$ cat config.mk
export PLATFORM = sky130hd
export DESIGN_NAME = x_cmd_des
export DESIGN_NICKNAME = d
export VERILOG_FILES = /design/src/rtl/x_cmd_des_pkg.sv /design/src/rtl/x_cmd_des_bank.sv /design/src/rtl/x_cmd_des.sv
export SDC_FILE = /design/constraint.sdc
export NUM_CORES = 1
export LEC_CHECK = 0
export CELL_PAD_IN_SITES_DETAIL_PLACEMENT = 0
export CELL_PAD_IN_SITES_GLOBAL_PLACEMENT = 1
export CORE_ASPECT_RATIO = 0.9
export CORE_MARGIN = 3
export CORE_UTILIZATION = 51
export CTS_CLUSTER_DIAMETER = 150
export DETAILED_ROUTE_END_ITERATION = 6
export DONT_BUFFER_PORTS = 1
export GPL_ROUTABILITY_DRIVEN = 0
export PLACE_DENSITY = 0.88
export SKIP_LAST_GASP = 1
export SLEW_MARGIN = 25
export SYNTH_ARGS = -nofsm -noshare
export SYNTH_HDL_FRONTEND = slang
export SYNTH_HIERARCHICAL = 1
export SYNTH_SLANG_ARGS = --single-unit
$ cat constraint.sdc
create_clock -name i_clk -period 2.4 [get_ports i_clk]
set_clock_uncertainty 0.05 [all_clocks]
set_input_delay 0 -clock i_clk [delete_from_list [all_inputs] [get_ports i_clk]]
set_output_delay 0 -clock i_clk [all_outputs]
set_load 0.02 [all_outputs]
$ cat src/rtl/x_cmd_des_pkg.sv
// Shared opcodes, FSM state type and nibble width for the command deserialiser.
// Imported by the bank shift register and the top-level decoder/sequencer.
package x_cmd_des_pkg;

    localparam int NIBBLE_W = 4;

    // Any op with op[3] at this value is a SHIFT into bank op[2:0].
    localparam logic       OP_SHIFT_MSB = 1'b0;
    localparam logic [3:0] OP_APPLY     = 4'h8;
    localparam logic [3:0] OP_CLEAR     = 4'h9;

    typedef enum logic {
        IDLE,
        APPLY
    } state_t;

endpackage

$ cat src/rtl/x_cmd_des_bank.sv
// One shadow bank: a WIDTH-bit register that shifts in a nibble at the LSB end.
// Nibbles pushed past the top fall off the MSB end without notice.
module x_cmd_des_bank
    import x_cmd_des_pkg::*;
#(
    parameter int WIDTH = 64
) (
    input  logic                clk,
    input  logic                rst,
    input  logic                shift_en,
    input  logic                clear,
    input  logic [NIBBLE_W-1:0] nibble,
    output logic [WIDTH-1:0]    data
);

    // A single-nibble bank has no lower bits to keep, so it simply reloads.
    if (WIDTH == NIBBLE_W) begin : g_single
        always_ff @(posedge clk or posedge rst) begin
            if (rst) begin
                data <= '0;
            end else if (clear) begin
                data <= '0;
            end else if (shift_en) begin
                data <= nibble;
            end
        end
    end else begin : g_multi
        always_ff @(posedge clk or posedge rst) begin
            if (rst) begin
                data <= '0;
            end else if (clear) begin
                data <= '0;
            end else if (shift_en) begin
                data <= {data[WIDTH-NIBBLE_W-1:0], nibble};
            end
        end
    end

endmodule

$ cat src/rtl/x_cmd_des.sv
// Nibble command deserialiser: SHIFT/CLEAR edit the shadow banks and APPLY
// streams every bank onto o_data, one bank per cycle, with index and strobe.
module x_cmd_des
    import x_cmd_des_pkg::*;
#(
    parameter int WIDTH     = 64,
    parameter int NUM_BANKS = 2,
    localparam int BANK_W   = (NUM_BANKS > 1) ? $clog2(NUM_BANKS) : 1
) (
    input  logic              i_clk,
    input  logic              i_rst,
    input  logic              i_valid,
    output logic              o_accept,
    input  logic [7:0]        i_cmd,
    output logic [WIDTH-1:0]  o_data,
    output logic              o_valid,
    output logic [BANK_W-1:0] o_bank
);

    if ((WIDTH % NIBBLE_W) != 0 || WIDTH < NIBBLE_W || NUM_BANKS < 1 || NUM_BANKS > 8) begin : g_bad_param
        $fatal(1, "x_cmd_des: WIDTH must be a multiple of 4 (>=4) and NUM_BANKS in 1..8");
    end

    state_t            state;
    state_t            next_state;
    logic [BANK_W-1:0] cnt;
    logic [BANK_W-1:0] next_cnt;
    logic              load;
    logic [BANK_W-1:0] load_idx;
    logic [WIDTH-1:0]  bank_q [NUM_BANKS];

    logic       take;
    logic [3:0] op;
    logic       clear_all;
    logic       start_apply;

    assign o_accept    = (state == IDLE);
    assign take        = i_valid & o_accept;
    assign op          = i_cmd[7:4];
    assign clear_all   = take && (op == OP_CLEAR);
    assign start_apply = take && (op == OP_APPLY);

    // Out-of-range bank selects match no instance and therefore do nothing.
    for (genvar i = 0; i < NUM_BANKS; i++) begin : g_bank
        x_cmd_des_bank #(
            .WIDTH (WIDTH)
        ) u_bank (
            .clk      (i_clk),
            .rst      (i_rst),
            .shift_en (take && (op[3] == OP_SHIFT_MSB) && (op[2:0] == 3'(i))),
            .clear    (clear_all),
            .nibble   (i_cmd[3:0]),
            .data     (bank_q[i])
        );
    end

    always_ff @(posedge i_clk or posedge i_rst) begin
        if (i_rst) begin
            state <= IDLE;
            cnt   <= '0;
        end else begin
            state <= next_state;
            cnt   <= next_cnt;
        end
    end

    // Bank 0 goes out on the accepting edge itself; APPLY covers banks 1..N-1.
    always_comb begin
        next_state = state;
        next_cnt   = cnt;
        load       = 1'b0;
        load_idx   = '0;
        case (state)
            IDLE: begin
                if (start_apply) begin
                    load = 1'b1;
                    if (NUM_BANKS > 1) begin
                        next_state = APPLY;
                        next_cnt   = BANK_W'(1);
                    end
                end
            end
            APPLY: begin
                load     = 1'b1;
                load_idx = cnt;
                if (cnt == BANK_W'(NUM_BANKS - 1)) begin
                    next_state = IDLE;
                    next_cnt   = '0;
                end else begin
                    next_cnt = cnt + BANK_W'(1);
                end
            end
            default: begin
                next_state = IDLE;
                next_cnt   = '0;
            end
        endcase
    end

    always_ff @(posedge i_clk or posedge i_rst) begin
        if (i_rst) begin
            o_data  <= '0;
            o_bank  <= '0;
            o_valid <= 1'b0;
        end else begin
            o_valid <= load;
            if (load) begin
                o_data <= bank_q[load_idx];
                o_bank <= load_idx;
            end
        end
    end

endmodule

## After elaboration in Yosys (flattened, before gate mapping)

Index checks and enable logic that the tools add are counted.

- Register bits after elaboration: 196
- Output and inout port bits: 67
- Input bits: 11
- Word-level logic and storage cells: 40

- $add $sub $neg: 1
- Magnitude comparators: 1
- Muxes and demuxes: 15
- Bitwise operators: 4
- Reduce and logical (&&, ||, !) cells: 8
- Equality and inequality tests: 4

Operators by type and width:

| cell | number |
|---|---|
| $mux 64 | 7 |
| $eq 4x4->1 const B | 2 |
| $pmux 1 s2 | 3 |
| $logic_and 1x1->1 | 5 |
| $mux 1 | 5 |
| $reduce_bool 2->1 | 2 |
| $eq 3x1->1 const B | 1 |
| $logic_not 3->1 | 1 |
| $ge 2x2->1 const B | 1 |
| $ne 2x1->1 const B | 1 |
| $not 1->1 | 2 |
| $not 1->2 | 1 |
| $add 1x1->1 const B | 1 |
| $and 1x1->1 | 1 |

## Depth between registers and ports, before layout

Gate-level depths: netlist of the first run.

- Depth after elaboration: 6
- Depth in mapped cells: 7
- Mapped depth without buffers: 4

## Cells and area by module

The synthesis of the first run kept the hierarchy.

By module, submodules not included:

| module | area each (um^2) | cells an instance | instances |
|---|---|---|---|
| x_cmd_des_bank | 2,621.3 | 207 | 2 |
| x_cmd_des | 3,794.9 | 392 | 1 |

## Least setup slack after synthesis of the first run

Ideal clock, no wire load.

- Path type: register to register
- Start point: reg state
- End point: reg g_bank[1].u_bank.data[0]
- Period minus slack after synthesis: 1,856 ps
- Path buffers: 4
- Slack: 544 ps
- Arrival time: 1,685 ps
- Cell stages (with the launch flop): 8
- Library setup time: 121 ps
- Cell sequence: dfrtp_1 -> buf_2 -> buf_1 -> nor4b_1 -> buf_6 -> buf_8 -> mux2i_1 -> nor2_1

- Cells in the longest elaborated chain, start to end: 5
- Elaborated cells on any way between the ends: 7
- Classes of those cells: mux (1); bitwise (2); reduce/logical (4)

RTL lines:

| element | RTL line | RTL |
|---|---|---|
| start: declaration | x_cmd_des.sv:24 | `state_t state;` |
| start signal: assignment | x_cmd_des.sv:62 | `state <= next_state;` |
| $not 1->1 * | n/a |  |
| $and 1x1->1 * | x_cmd_des.sv:38 | `assign take = i_valid & o_accept;` |
| $logic_and 1x1->1 (2 in series) | x_cmd_des.sv:50 | `.shift_en (take && (op[3] == OP_SHIFT_MSB) && (op[2:0] == 3'(i))),` |
| $reduce_bool 2->1 (no line) | n/a |  |
| end signal: assignment | x_cmd_des_bank.sv:34 | `data <= {data[WIDTH-NIBBLE_W-1:0], nibble};` |
| end: declaration | x_cmd_des_bank.sv:13 | `output logic [WIDTH-1:0] data` |

Mark *: on every way between the ends. The rest lies on a longest branch, timed or not.
A chain may end at the register's enable or synchronous reset.

## Final worst setup path of the first run

- Start point: reg state
- End point: reg o_data[50]

- Cells in the longest elaborated chain, start to end: 5
- Elaborated cells on any way between the ends: 10
- Classes of those cells: mux (6); bitwise (3); reduce/logical (1)

RTL lines:

| element | RTL line | RTL |
|---|---|---|
| $not 1->1 / $mux 1 (equally long branches) | n/a |  |
| $and 1x1->1 / $not 1->2 (equally long branches) | x_cmd_des.sv:38, x_cmd_des.sv:108 |  |
| $logic_and 1x1->1 / $mux 64 (equally long branches) | x_cmd_des.sv:41, x_cmd_des.sv:108 |  |
| $mux 1 / $mux 64 (equally long branches) | x_cmd_des.sv:75, x_cmd_des.sv:108 |  |
| $pmux 1 s2 / $mux 64 (equally long branches) | x_cmd_des.sv:73, x_cmd_des.sv:108 |  |
| end signal: assignment | x_cmd_des.sv:108 | `o_data <= bank_q[load_idx];` |
| end: declaration | x_cmd_des.sv:15 | `output logic [WIDTH-1:0] o_data,` |

Parallel ways exist; a longest one is shown, timed or not. The select of a mux whose other input is x is not followed.

==> summary.md, run 1 <==
| Metric | Value |
|---|---|
| Top-count cell post-synth | `dfrtp_1` |
| Total routed wirelength | `21.85 mm` |
| Worst hold margin | `0.05214 ns` |
| Io pins | `78` |
| Initial DRC Count | `731` |
| Max-cap violation count | `0` |
| Slew Limit Fails | `0` |
| Relative max-transition margin | `0.4124` |
| Vias in the first global route | `about 6.5k` |
| Peak VDD IR | `0.0004937 V` |
| TNS Setup | `0 ns` |
| Sequential area share after synthesis | `0.5427` |
| CTS tree | `done` |
| Critical path's slowest cell | `buf_4` |
| DIE AREA | `19360 um^2` |
| Die height | `roughly 130 um` |
| Syn avg cell area | `11.21 um^2` |
| Routed wire per std cell | `21.37 um` |
| Flop and latch count out of synthesis | `196` |
| Post-synth EDFFs | `0` |
| Ys flop type | `dfrtp_1` |
| Residual DRC | `0` |
| Fin. Hold Viols | `0` |
| Clock buffer count from CTS | `17` |
| Crit path capture type | `flop` |
| Post-DP HPWL | `roughly 13 mm` |
| CP max FO | `63` |
| WP buf/inv | `1` |
| Fmax achieved | `490.5 MHz` |
| Total gr overflow | `0` |
| Worst path cell trace | `and2_2, buf_4, a22oi_1, o311ai_0` |
| DP Worst Slack | `between 0.3 and 0.4 ns` |
| Slowest stage delay, CP | `0.62 ns` |
| Worst path top cell family by delay | `buffers and inverters` |
| Utilization after layout | `0.5679` |
| Die W | `146.3 um` |
| Post-CTS setup buffers | `0` |
| CTS Buffer Depth | `2` |
| Final min period | `2.039 ns` |
| Status | `finished, final reports clean` |
| CTS H-tree depth | `4` |
| Overall routing resource usage | `0.2339` |
| Worst r2r src | `state` |
| Syn Inst Count | `806` |
| Final setup fails | `0` |
| Nets | `~790` |
| Pwr dens | `752.1 nW/um^2` |
| Root Buffer | `clkbuf_16` |
| Synth unique cells | `29` |
| Worst setup startpoint | `state` |
| Synth Warn # | `6` |
| Total power | `7.311 mW` |
| Initial Utilization | `0.5280` |
| Lkg Pwr | `4.111 nW` |
| Worst-Skew Late Latency | `0.43 ns` |
| Diodes inserted | `0` |
| Period utilisation layout | `0.8495` |
| Post-synth ARST share | `1.000` |
| Hold Startpoint | `i_cmd[7]` |
| First-pass GRT wire length | `36.17 mm` |
| Post-synth top area cell | `dfrtp_1` |
| Worst-margin pin slew | `around 0.88 ns` |
| Mapped Area | `about 9000 um^2` |
| RSZ-0062 raised after global routing | `no` |
| CTS resizes | `0` |
| Port Buffer Count | `0` |
| Ranking of synthesized cells by area | `dfrtp_1 54%, mux2i_1 14%, a22oi_1 5.3%, nor2_1 5.3%, o311ai_1 4.7%` |
| Num Clock Sinks | `196` |
| WP data required | `2.66 ns` |
| Fin worst setup slack | `0.3611 ns` |
| Via count | `6424` |
| Vias per cell | `6.286` |
| Crit path DAT | `2.29 ns` |
| Synth Net Count | `817` |
| Post-synth top area share | `0.5427` |
| Min-delay worst type | `in -> reg` |
| Fill cell count | `approximately 1.4k` |
| Synth top cells by count | `196 x dfrtp_1, 128 x mux2i_1, 128 x nor2_1` |
| CTS clk-pin slew, worst paths | `0.07 ns` |
| Area growth syn-to-layout | `7.559%` |
| Largest net degree at the start of global routing | `129` |
| R2r setup slk | `~0.36 ns` |
| Num rows | `45` |
| Final ANT Viol Nets | `0` |
| Pre-Repair DR Iteration Count | `5` |
| Core area | `17120 um^2` |
| Setup crit start kind | `flop` |
| Initial antenna violation count | `0` |
| Share of layout cells above drive strength 1 | `0.07624` |
| Crit Path Class | `reg -> reg` |
-- worst register-to-register path, stage by stage (launching register included) --
cell      delay (ns)
dfrtp_2         0.53
and2_2          0.25
buf_4           0.62
a22oi_1         0.27
o311ai_0        0.18
-- timing repair --
action                     CTS  global route
hold buffers                 9             0
setup endpoints to repair    0             0
hold endpoints to repair   237             0
-- sequential cells by signal (all words and copies together), names as in the netlist --
register            cells
o_valid                 1
o_bank                  1
o_data                 64
cnt                     1
g_bank.u_bank/data    128
state                   1
-- cell families after synthesis --
family / Yosys count / share of synthesized area
muxes: 128 / 0.1418
AOI/OAI and AO/OA: 132 / 0.1173
and+or+nand+nor: 208 / 0.1091
DFF: 196 / 0.5427
buffers and inverters: 142 / 0.08916
-- area by class of cell --
type	instances	area (um^2)	share of cell area
sequential	196	4906	0.5047
multi-input combinational	468	3358	0.3455
clock buffer	22	464.2	0.04775
timing repair buffer	27	325.3	0.03347
tap	235	294.0	0.03025
inverter	65	244.0	0.02510
clock inverter	9	128.9	0.01326
-- layer usage --
| metal | routed length, um | track usage | vias to the layer above |
|---|---|---|---|
| li1 | - | - | 2846 |
| met1 | 9326 | 0.3191 | 3242 |
| met2 | 10430 | 0.3667 | 301 |
| met3 | 1814 | 0.06669 | 35 |
| met4 | 272 | 0.07158 | 0 |
| met5 | 0 | 0 | - |
-- final timing paths --
check	end	depth (start not counted)
max	o_data[50]	4
min	g_bank[1].u_bank/data[59]	4
max reg2reg	o_data[50]	4
min reg2reg	g_bank[1].u_bank/data[60]	2
max in group asynchronous	g_bank[1].u_bank/data[12]	3
min in group asynchronous	g_bank[0].u_bank/data[32]	3
-- power breakdown --
group | total, mW | internal (mW) | switching (mW)
Sequential | 3.89 | 3.52 | 0.377
Combinational | 0.523 | 0.188 | 0.335
Clock | 2.90 | 1.69 | 1.21
-- through the flow --
stage / cells / instance area (um^2)
6_report: 1022 / 9721
5_1_grt: 1022 / 9721
4_1_cts: 1022 / 9721
3_5_place_dp: 982 / 9037
3_3_place_gp: 982 / 9037
2_1_floorplan: 806 / 9037
-- cell usage in the layout, fill, tap and decap left out, types with 3 or more instances in the layout --
cell type	netlist	final
dfrtp_1	196	195
mux2i_1	128	128
nor2_1	128	128
a22oi_1	64	64
nand4_1	64	64
inv_1	64	61
o311ai_1	48	48
clkbuf_16	0	17
o311ai_0	11	11
buf_4	0	10
dlygate4sd3_1	0	9
buf_12	1	8
nand2_1	6	6
o211ai_1	5	5
inv_2	1	4
clkinv_2	0	3
bufinv_16	0	3
clkbuf_1	16	3
Power figures use the tool's default switching activity.
==> run 2, diff against run 1 <==
==> constraint.sdc (replaced) <==
create_clock -name i_clk -period 2 [get_ports i_clk]
set_clock_uncertainty 0.05 [all_clocks]
set_input_delay 0 -clock i_clk [delete_from_list [all_inputs] [get_ports i_clk]]
set_output_delay 0 -clock i_clk [all_outputs]
set_load 0.02 [all_outputs]
==> run 2 against run 1 <==
Combinational power is 24% higher. Final area grew 0.23%. Total power rose by 19%. Worst hold slack got worse by 0.031 ns. Cell count is 0.20% lower. First-iteration DRC count fell by 9.2%. Register-to-register slack got worse by 0.23 ns. Critical path depth unchanged. Clock power grew 17%. Sequential power is 20% higher.
==> summary.md, run 2 (synthesis gave the netlist of run 1 again) <==
| Metric | Value |
|---|---|
| Status | `finished, final reports clean` |
| Placed cell areas | `9115 um^2` |
| Num rows | `45` |
| Post-DP HPWL | `12.90 mm` |
| Sequential group share of total power | `0.536` |
| WP data required | `2.26 ns` |
| Biggest regs | `g_bank.u_bank/data: 128 flops, o_data: 64 flops` |
| Max-cap violation count | `0` |
| Most common cell after layout, fill and taps aside | `dfrtp_1` |
| Crit path DAT | `2.12 ns` |
| Initial DRC Count | `664` |
| Total routed wirelength | `22.82 mm` |
| Net Sw Frac | `0.2686` |
| Setup crit start kind | `flop` |
| CTS tree | `done` |
| Register area | `4906 um^2` |
| Routed wire per std cell | `roughly 22 um` |
| Total gr overflow | `0` |
| Worst-margin pin slew | `slightly above 0.7 ns` |
| Io pins | `78` |
| Final setup fails | `0` |
| Worst hold margin | `between 0.02 and 0.025 ns` |
| CTS clk-pin slew, worst paths | `0.07 ns` |
| Clock group share of total power | `0.390` |
| Die height | `132.3 um` |
| Die W | `approximately 150 um` |
| P_int | `6.386 mW` |
| Max FFs per register | `128` |
| Slew Limit Fails | `0` |
| Reg2reg path depth | `4` |
| Crit Path Class | `reg -> reg` |
| Most frequent cells in the layout | `195 x dfrtp_1, 128 x mux2i_1, 128 x nor2_1` |
| Num Clock Sinks | `196` |
| Switch Pwr | `roughly 2.3 mW` |
| Pwr dens | `about 900 nW/um^2` |
| Fill cell count | `between 1k and 1.5k` |
| Vias in the first global route | `6754` |
| Peak VDD IR | `~0.00074 V` |
| Overall routing resource usage | `0.2462` |
| RSZ-0062 raised after global routing | `no` |
| Vias per cell | `roughly 6.4` |
| Clock buffer count from CTS | `17` |
| Worst-Skew Late Latency | `0.44 ns` |
| Relative max-transition margin | `0.5182` |
| Core area | `17120 um^2` |
| Final min period | `1.866 ns` |
| Design Area, Final | `around 9700 um^2` |
| Fmax achieved | `approximately 540 MHz` |
| DIE AREA | `approximately 19000 um^2` |
| Final ANT Viol Nets | `0` |
| Initial antenna violation count | `0` |
| Min-delay worst type | `in -> reg` |
| Area growth syn-to-layout | `7.808%` |
| Largest net degree at the start of global routing | `around 130` |
| Fin. Hold Viols | `0` |
| Multi-input gate area | `3358 um^2` |
| Period utilisation layout | `0.9329` |
| Top reg by flops | `g_bank.u_bank/data` |
| Share of layout cells above drive strength 1 | `0.07898` |
| Initial Utilization | `0.5280` |
| Via count | `about 6.6k` |
| CTS Buffer Depth | `2` |
| Root Buffer | `clkbuf_16` |
| CTS H-tree depth | `4` |
| Hold path cells | `4` |
| Residual DRC | `0` |
| CP max FO | `40` |
| Nets | `784` |
| Diodes inserted | `0` |
| TNS Setup | `0 ns` |
| Crit path capture type | `flop` |
| Comb power frac | `0.074` |
| Pre-Repair DR Iteration Count | `5` |
| Port Buffer Count | `0` |
| Lkg Pwr | `4.121 nW` |
| First-pass GRT wire length | `38.18 mm` |
| Utilization after layout | `0.5692` |
| Total power | `8.731 mW` |
-- run 2: cell type report --
class | instances | share of cell area
inverter | 65 | 0.02504
timing repair buffer | 25 | 0.03724
clock inverter | 8 | 0.01027
sequential | 196 | 0.5035
tap | 235 | 0.03018
multi-input combinational | 468 | 0.3447
clock buffer | 23 | 0.04906
-- run 2: final timing paths --
kind	from	to	slack [ns]
min reg2reg	g_bank[1].u_bank/data[60]	g_bank[1].u_bank/data[60]	0.48
max reg2reg	state	o_data[0]	0.13
min	i_cmd[5]	o_data[58]	0.02
max	state	o_data[0]	0.13
min in group asynchronous	i_rst	o_data[31]	0.15
max in group asynchronous	i_rst	g_bank[0].u_bank/data[14]	1.06
-- run 2: routing by layer --
layer | track usage | wire (um) | up-vias
met1 | 0.3339 | 9780 | 3410
met5 | 0 | 0 | -
met3 | 0.05466 | 1561 | 33
met4 | 0.07889 | 375 | 0
li1 | - | - | 2856
met2 | 0.3978 | 11100 | 263
-- run 2: worst max-delay path, stage by stage, from the launching register on --
cell	delay (ns)
dfrtp_2	0.46
nor2b_4	0.63
buf_12	0.32
a22oi_1	0.13
o311ai_0	0.12
-- run 2: power groups by stage --
stage	combinational [mW]	clock, mW	sequential (mW)
3_3_place_gp	0.611	0	4.75
4_1_cts	0.651	3.43	4.69
5_1_grt	0.721	3.62	4.71
2_1_floorplan	0.485	0	4.65
3_5_place_dp	0.639	0	4.76
6_report	0.646	3.40	4.68
-- run 2: through the flow --
| step | setup slack, ns | cells |
|---|---|---|
| after floorplan | 0.1441 | 806 |
| after global placement | 0.2413 | 984 |
| after detailed placement | 0.1988 | 984 |
| after CTS | 0.1671 | 1020 |
| after global routing | 0.04835 | 1020 |
| final | 0.1343 | 1020 |
-- run 2: repair_timing --
item	in CTS	in global routing
endpoints found under the hold margin	172	0
hold buffers	5	0
setup buffers	0	0
gates resized for setup	0	0
